[src/rtl/ram_arbiter.sv]
// ram_arbiter: shares one single-port synchronous RAM between requesters A and B.
// After reset every RAM word is cleared, then a round-robin arbiter grants at
// most one access per clock. Reads are tagged with their issuing port and the
// returned RAM data is steered back to that port RD_LAT+1 clocks after grant.
module ram_arbiter #(
    parameter int unsigned ADDR_W = 5,
    parameter int unsigned DATA_W = 8,
    parameter int unsigned RD_LAT = 1
) (
    input  logic              clock,
    input  logic              resetn,
    input  logic              a_req,
    input  logic              a_we,
    input  logic [ADDR_W-1:0] a_addr,
    input  logic [DATA_W-1:0] a_wdata,
    output logic              a_gnt,
    output logic              a_rvalid,
    output logic [DATA_W-1:0] a_rdata,
    input  logic              b_req,
    input  logic              b_we,
    input  logic [ADDR_W-1:0] b_addr,
    input  logic [DATA_W-1:0] b_wdata,
    output logic              b_gnt,
    output logic              b_rvalid,
    output logic [DATA_W-1:0] b_rdata,
    output logic              busy,
    output logic [ADDR_W-1:0] ram_address,
    output logic [DATA_W-1:0] ram_data,
    output logic              ram_wren,
    input  logic [DATA_W-1:0] ram_q
);

    typedef enum logic {StInit, StRun} state_t;

    state_t            r_state, w_state_nxt;
    logic [ADDR_W-1:0] r_init_cnt, w_init_cnt_nxt;
    logic              r_rr, w_rr_nxt;       // 0: A wins a tie, 1: B wins a tie
    logic [ADDR_W-1:0] r_addr_hold;          // last driven RAM address, held when idle
    logic [DATA_W-1:0] r_data_hold;
    logic              w_sel_a, w_sel_b;
    logic              w_wren;
    logic [ADDR_W-1:0] w_addr;
    logic [DATA_W-1:0] w_data;
    logic              w_push, w_push_port;
    logic [RD_LAT-1:0] r_tag_v, r_tag_p;     // tag pipe: valid and port (1 = B)
    logic              r_a_rvalid, r_b_rvalid;
    logic [DATA_W-1:0] r_a_rdata, r_b_rdata;

    // Next state, arbitration and RAM-side drive.
    always_comb begin
        w_state_nxt    = r_state;
        w_init_cnt_nxt = r_init_cnt;
        w_rr_nxt       = r_rr;
        w_sel_a        = 1'b0;
        w_sel_b        = 1'b0;
        w_wren         = 1'b0;
        w_addr         = r_addr_hold;
        w_data         = r_data_hold;
        unique case (r_state)
            StInit: begin
                w_wren         = 1'b1;
                w_addr         = r_init_cnt;
                w_data         = '0;
                w_init_cnt_nxt = r_init_cnt + ADDR_W'(1);
                if (r_init_cnt == {ADDR_W{1'b1}}) begin
                    w_state_nxt = StRun;
                end
            end
            StRun: begin
                w_sel_a = a_req & (~b_req | ~r_rr);
                w_sel_b = b_req & ~w_sel_a;
                if (w_sel_a) begin
                    w_wren   = a_we;
                    w_addr   = a_addr;
                    w_data   = a_wdata;
                    w_rr_nxt = 1'b1;
                end else if (w_sel_b) begin
                    w_wren   = b_we;
                    w_addr   = b_addr;
                    w_data   = b_wdata;
                    w_rr_nxt = 1'b0;
                end
            end
            default: w_state_nxt = StInit;
        endcase
    end

    assign w_push      = (w_sel_a & ~a_we) | (w_sel_b & ~b_we);
    assign w_push_port = w_sel_b;

    assign a_gnt       = w_sel_a;
    assign b_gnt       = w_sel_b;
    assign busy        = (r_state == StInit);
    assign ram_wren    = w_wren;
    assign ram_address = w_addr;
    assign ram_data    = w_data;
    assign a_rvalid    = r_a_rvalid;
    assign b_rvalid    = r_b_rvalid;
    assign a_rdata     = r_a_rdata;
    assign b_rdata     = r_b_rdata;

    // Control state: FSM, clear counter, round-robin pointer, idle hold values.
    always_ff @(posedge clock or negedge resetn) begin
        if (!resetn) begin
            r_state     <= StInit;
            r_init_cnt  <= '0;
            r_rr        <= 1'b0;
            r_addr_hold <= '0;
            r_data_hold <= '0;
        end else begin
            r_state     <= w_state_nxt;
            r_init_cnt  <= w_init_cnt_nxt;
            r_rr        <= w_rr_nxt;
            r_addr_hold <= w_addr;
            r_data_hold <= w_data;
        end
    end

    // Read tag pipe; the tag leaving the pipe lines up with valid ram_q.
    always_ff @(posedge clock or negedge resetn) begin
        if (!resetn) begin
            r_tag_v <= '0;
            r_tag_p <= '0;
        end else begin
            r_tag_v[0] <= w_push;
            r_tag_p[0] <= w_push_port;
            for (int i = 1; i < int'(RD_LAT); i++) begin
                r_tag_v[i] <= r_tag_v[i-1];
                r_tag_p[i] <= r_tag_p[i-1];
            end
        end
    end

    // Capture returning read data into the issuing port and pulse its rvalid.
    always_ff @(posedge clock or negedge resetn) begin
        if (!resetn) begin
            r_a_rvalid <= 1'b0;
            r_b_rvalid <= 1'b0;
            r_a_rdata  <= '0;
            r_b_rdata  <= '0;
        end else begin
            r_a_rvalid <= 1'b0;
            r_b_rvalid <= 1'b0;
            if (r_tag_v[RD_LAT-1]) begin
                if (r_tag_p[RD_LAT-1]) begin
                    r_b_rdata  <= ram_q;
                    r_b_rvalid <= 1'b1;
                end else begin
                    r_a_rdata  <= ram_q;
                    r_a_rvalid <= 1'b1;
                end
            end
        end
    end

endmodule

[config.mk]
export PLATFORM = sky130hd
export DESIGN_NAME = ram_arbiter
export DESIGN_NICKNAME = d
export VERILOG_FILES = /design/src/rtl/ram_arbiter.sv
export SDC_FILE = /design/constraint.sdc
export NUM_CORES = 1
export LEC_CHECK = 0
export BUFFER_PORTS_ARGS = -buffer_cell sky130_fd_sc_hd__buf_2
export CAP_MARGIN = 10
export CORE_MARGIN = 4
export CORE_UTILIZATION = 47
export CTS_CLUSTER_DIAMETER = 200
export DETAILED_ROUTE_END_ITERATION = 8
export PLACE_DENSITY = 0.79
export SLEW_MARGIN = 40
export SYNTH_ARGS = -nofsm -noshare
export SYNTH_HDL_FRONTEND = slang
export SYNTH_SLANG_ARGS = --single-unit
[constraint.sdc]
create_clock -name clock -period 1.8 [get_ports clock]
set_input_delay 0.09 -clock clock [delete_from_list [all_inputs] [get_ports clock]]
set_output_delay 0.09 -clock clock [all_outputs]
set_load 0.02 [all_outputs]
==> results of run 1 <==
cell usage after synthesis:
| master | number | area (um2) |
|---|---|---|
| a211oi_2 | 8 | 100 |
| buf_4 | 2 | 15.0 |
| nor2_1 | 5 | 18.8 |
| o21ai_1 | 2 | 10.0 |
| a211oi_1 | 5 | 37.5 |
| xnor2_1 | 3 | 26.3 |
| a31oi_1 | 1 | 6.26 |
| o22ai_1 | 1 | 6.26 |
| nor2b_1 | 6 | 37.5 |
| a21boi_1 | 1 | 7.51 |
| a21oi_1 | 2 | 10.0 |
| and3_1 | 2 | 12.5 |
| nor3b_1 | 1 | 7.51 |
| a21bo_4 | 1 | 16.3 |
| o21a_1 | 1 | 7.51 |
| buf_8 | 1 | 15.0 |
| nand4_1 | 1 | 6.26 |
| nor2_2 | 5 | 31.3 |
| o21ai_0 | 4 | 20.0 |
| ha_1 | 2 | 25.0 |
| nand2_1 | 1 | 3.75 |
| mux2_2 | 17 | 191 |
| o2bb2ai_1 | 4 | 35.0 |
| inv_1 | 3 | 11.3 |
| buf_2 | 3 | 15.0 |
| mux2_1 | 1 | 11.3 |
| or2_2 | 1 | 6.26 |
| buf_6 | 2 | 22.5 |
| dfrtp_1 | 40 | 1000 |
| mux2i_1 | 8 | 80.1 |
| and2b_1 | 1 | 7.51 |
layout make-up:
cell class                 count  area share, %
inverter                       3          0.486
clock buffer                   7           3.72
tap                           48           2.59
sequential                    40           43.2
timing repair buffer          81           18.6
multi-input combinational     84           31.1
clock inverter                 1          0.324
worst reg2reg max path, stage by stage, from the launching register on:
cell,delay [ns]
dfrtp_1,0.42
ha_1,0.23
and3_1,0.18
ha_1,0.26
mux2_2,0.25
kinds of logic (layout without fill, tap and decap cells):
kind of cell,count (synthesis),in the layout
AO/OA/AOI/OAI,30,30
XOR/XNOR,3,3
adder cells (fa/ha/maj),2,2
buffers and inverters,11,92
flip-flops,40,40
multiplexers,26,26
AND/OR/NAND/NOR,23,23
power by group:
group	leakage, nW	internal, mW	switching [mW]	total [mW]
Sequential	0.476	1.04	0.0549	1.09
Clock	0.0445	0.311	0.298	0.609
Combinational	0.615	0.273	0.375	0.648
Total	1.14	1.62	0.728	2.35
final timing paths:
path | start | cells after the start | slack, ns | end
worst max-delay path | r_rr | 4 | 0.12 | ram_address[1]
worst min-delay path | ram_q[0] | 2 | 0.03 | a_rdata[0]
worst max register to register | r_init_cnt[0] | 4 | 0.35 | r_init_cnt[4]
worst min register to register | a_rdata[0] | 1 | 0.49 | a_rdata[0]
max in group asynchronous | resetn | 3 | 1.05 | r_data_hold[6]
min in group asynchronous | resetn | 3 | 0.41 | r_init_cnt[1]
timing repair:
item / CTS / global route
setup buffers: 0 / 0
resized for setup: 0 / 2
hold endpoints to repair: 40 / 0
hold buffers: 1 / 0
endpoints found under the setup margin: 0 / 2
per-layer routing:
layer	vias up	wire length, um	GRT usage, %
met1	646	1510	20.4
met2	33	1930	25.8
li1	643	-	-
met3	6	194	4.32
met4	0	40	6.81
met5	-	0	0
metrics by stage:
stage | util (%) | power [mW] | worst slack (ns) | instances
3_3_place_gp | 59.9 | 1.75 | 0.384 | 255
2_1_floorplan | - | 1.52 | 0.391 | 135
6_report | 62.9 | 2.35 | 0.120 | 264
4_1_cts | 62.7 | 2.38 | 0.110 | 264
3_5_place_dp | 59.9 | 1.76 | 0.365 | 255
5_1_grt | 62.9 | 2.48 | 0.00425 | 264
registers in the layout, indices dropped and copies added (netlist names):
| register | count |
|---|---|
| r_rr | 1 |
| r_init_cnt | 5 |
| a_rdata | 8 |
| r_addr_hold | 5 |
| r_tag_v | 1 |
| b_rdata | 8 |
| r_state | 1 |
| r_data_hold | 8 |
| r_tag_p | 1 |
| a_rvalid | 1 |
| b_rvalid | 1 |
==> results.cfg, run 1 <==
[critical_path]
worstPathArrival_ns = 1.59
path_max_fanout = 24
critPathTopFamily = compound AO/OA/AOI/OAI gates
crit_chain = a21bo_4, o21ai_0, o2bb2ai_1, buf_2
start_kind = flop
cp.buffers_inverters = 1
crit_slowest_cell = dfrtp_1
worstSetupEndpointType = output pin
slowest_delay_ns = 0.40
crit_type = reg2out
required_ns = 1.71

[worst_hold_path]
hp-class = in2reg

[final_layout]
regArea_um2 = 1000
num-fill-cells = 331
fin_nets = 257
final_common_cell = buf_2
antennaDiodeCount = 0
final_cell_mix = 72 x buf_2, 40 x dfrtp_1, 17 x mux2_2
synthToLayoutAreaGrowth_pct = 28.7
multi_input_area_um2 = 722
drive_above_1_share_pct = 55.1
fin_area_um2 = 2320

[place]
port_buffers = 74
place.gp.congestion = 0.720
hpwlAfterDp_mm = 2.67
post_dp_cell_area_um2 = 2210

[yosys]
synth_top_family_by_area = multiplexers
yosysSeqAreaShare_pct = 55.6
syn_area_um2 = 1800
ys_types = 31
syn_avg_cell_area_um2 = 13.3
postSynthCellCount = 135
synthXorXnorAreaFrac_pct = 1.46
synth_simple_gate_area_share_pct = 7.29
yosys.area_share.adder_pct = 1.39
synthMuxAreaShare_pct = 15.7
synth_seq_cells = 40
synth-compound-area-share_pct = 14.2
synth_fp_nets = 177
yosysWarnings = 0

[drt]
ant_nets = 0
route.detailed.drc = 0
drtIter0Drc = 72
vias_per_cell = 5.03
drtPass1Iterations = 4
wl_per_cell_um = 13.9
finalWirelength_mm = 3.68
vias = 1328

[floorplanning]
die-area_um2 = 4890
top_level_ports = 75
start_util_pct = 48.8
coreArea_um2 = 3690
die_h_um = 69.9
die_width_um = 69.9
rows = 22

[cts]
clk_pin_slew_ns = 0.07
cts_made_buffers = 5
clk_latency_ns = 0.28
cts_tree = done
cts-root-buf = clkbuf_8
cts-htree-levels = 2
clock-sinks = 40
clk_path_buf_depth = 2

[grt]
antenna_found_initial = 0
grtUsageTotal_pct = 16.0
grt_pass1_vias = 1343
grt_pass1_wl_mm = 6.21
grt_start_max_net_pins = 41
grt_overflow = 0

[power_and_ir_drop]
power_density_nw_per_um2 = 1010
peakVddDrop_uv = 522
p_leak_nw = 1.14

[sta]
timing.hold.ws_ns = 0.0310
min_period_over_period_pct = 93.3
rsz0062_at_grt = no
relSlewSlack_pct = 67.6
setup_tns_ns = 0
setup_violations = 0
worst_pin_slew_ns = 0.486
hold_viol_final = 0
fmax_ghz = 0.595
min_period_ns = 1.68
skew_ns = 0.00454
slew_viol_final = 0

[outcome]
status = finished, final reports clean

[flow_run]
maxCapViolCount = 0
Note: power is estimated with default switching activity, not from simulation.
==> run 2: changes to the inputs <==
--- a/config.mk
+++ b/config.mk
@@ -11,7 +11,7 @@
 export CORE_UTILIZATION = 47
 export CTS_CLUSTER_DIAMETER = 200
 export DETAILED_ROUTE_END_ITERATION = 8
-export PLACE_DENSITY = 0.79
+export PLACE_DENSITY_LB_ADDON = 0.1
 export SLEW_MARGIN = 40
 export SYNTH_ARGS = -nofsm -noshare
 export SYNTH_HDL_FRONTEND = slang
==> results.cfg, run 2 (synthesized netlist as in run 1, its figures left out) <==
[outcome]
status = finished, final reports clean

[power_and_ir_drop]
p_seq_share_pct = 46.6
total_power_mw = 2.36
p_int_mw = 1.62
power_switching_mw = 0.735
p_comb_share_pct = 27.6
power_density_nw_per_um2 = 1020
clock_power_share_pct = 25.8
switching_share_pct = 31.2
p_leak_nw = 1.13
peakVddDrop_uv = 723

[floorplanning]
start_util_pct = 48.8
die_h_um = 69.9
die_width_um = 69.9
top_level_ports = 75
rows = 22
die-area_um2 = 4890
coreArea_um2 = 3690

[sta]
rsz0062_at_grt = yes
fin_ws_ns = 0.0720
timing.hold.ws_ns = 0.0398
slew_viol_final = 0
hold_viol_final = 0
setup_tns_ns = 0
min_period_over_period_pct = 96.0
setup_violations = 0
fmax_ghz = 0.579
worst_pin_slew_ns = 0.618
relSlewSlack_pct = 58.8
min_period_ns = 1.73
skew_ns = 0.00862

[drt]
wl_met2_mm = 2.02
finalWirelength_mm = 3.95
vias = 1321
route.detailed.drc = 0
wl_met3_um = 256
drtIter0Drc = 55
wl_per_cell_um = 15.1
ant_nets = 0
vias_per_cell = 5.04
top_layer = met4
wl_met1_mm = 1.62
drtPass1Iterations = 4

[final_layout]
stdcell_count = 262
antennaDiodeCount = 0
regArea_um2 = 1000
final_common_cell = buf_2
fin_util_pct = 62.7
final_cell_mix = 73 x buf_2, 40 x dfrtp_1, 17 x mux2_2, 8 x mux2i_1, 8 x a211oi_2
fin_area_um2 = 2310
drive_above_1_share_pct = 55.1
fin_nets = 255
num-fill-cells = 324
multi_input_area_um2 = 742
synthToLayoutAreaGrowth_pct = 28.4

[worst_hold_path]
hold-path-cell-count = 2
hp-class = in2reg

[grt]
grt_overflow = 0
grt_pass1_wl_mm = 6.28
grt_start_max_net_pins = 41
grtUsageTotal_pct = 16.1
antenna_found_initial = 0
grt_pass1_vias = 1365

[critical_path]
required_ns = 1.71
start_kind = flop
r2r_cells = 4
worstPathArrival_ns = 1.64
worstSetupEndpointType = output pin
crit_type = reg2out
path_max_fanout = 7

[cts]
cts-root-buf = clkbuf_8
clk_path_buf_depth = 2
cts_tree = done
clock-sinks = 40
post_cts_buffers = 0
clk_latency_ns = 0.29
clk_pin_slew_ns = 0.07
cts_made_buffers = 5
cts-htree-levels = 2

[place]
dp_slack_ns = 0.283
hpwlAfterDp_mm = 2.83
post_dp_cell_area_um2 = 2190
port_buffers = 74
dp.cells = 252
place.gp.congestion = 0.774

[flow_run]
maxCapViolCount = 0
## run 2: changes by cell type in the layout (fill, tap and decap cells not counted), sizes merged
cell / delta
a21bo: +1
buf: -3
## run 2: area by class of cell
type / count / share of cell area [%]
Clock buffer: 7 / 3.73
Timing Repair Buffer: 78 / 17.5
Clock inverter: 1 / 0.324
Multi-Input combinational cell: 85 / 32.1
Inverter: 3 / 0.487
Sequential cell: 40 / 43.3
Tap cell: 48 / 2.60
## run 2: per-layer routing
| metal | track usage, % | vias up |
|---|---|---|
| met4 | 4.89 | 0 |
| met3 | 6.04 | 6 |
| met5 | 0 | - |
| met2 | 27.7 | 44 |
| met1 | 18.7 | 631 |
| li1 | - | 640 |
## run 2: power by group through the flow
stage               registers (mW)  clock network, mW  logic (mW)
finish                        1.10              0.607       0.651
global route                  1.12              0.678       0.701
CTS                           1.10              0.619       0.656
detailed placement            1.11                  0       0.652
global placement              1.10                  0       0.636
floorplan                     1.23                  0       0.295
## run 2: repair_timing
action	in CTS	in global routing
hold endpoints to repair	40	0
pin swaps	0	0
gates resized for setup	1	1
endpoints found under the setup margin	4	7
gates cloned	0	1
hold buffers	1	0
## run 2: worst paths after layout
kind	start	to	slack (ns)
max	r_rr	ram_address[2]	0.07
min	ram_q[1]	a_rdata[1]	0.04
max reg2reg	r_init_cnt[0]	r_init_cnt[4]	0.34
min reg2reg	b_rdata[7]	b_rdata[7]	0.50
max in group asynchronous	resetn	r_data_hold[5]	1.14
min in group asynchronous	resetn	a_rdata[1]	0.31
## run 2: worst max-delay path, stage by stage, from the launching register on
cell      delay [ns]
dfrtp_1         0.47
a21boi_2        0.35
a211oi_1        0.11
o22ai_1         0.20
buf_2           0.21
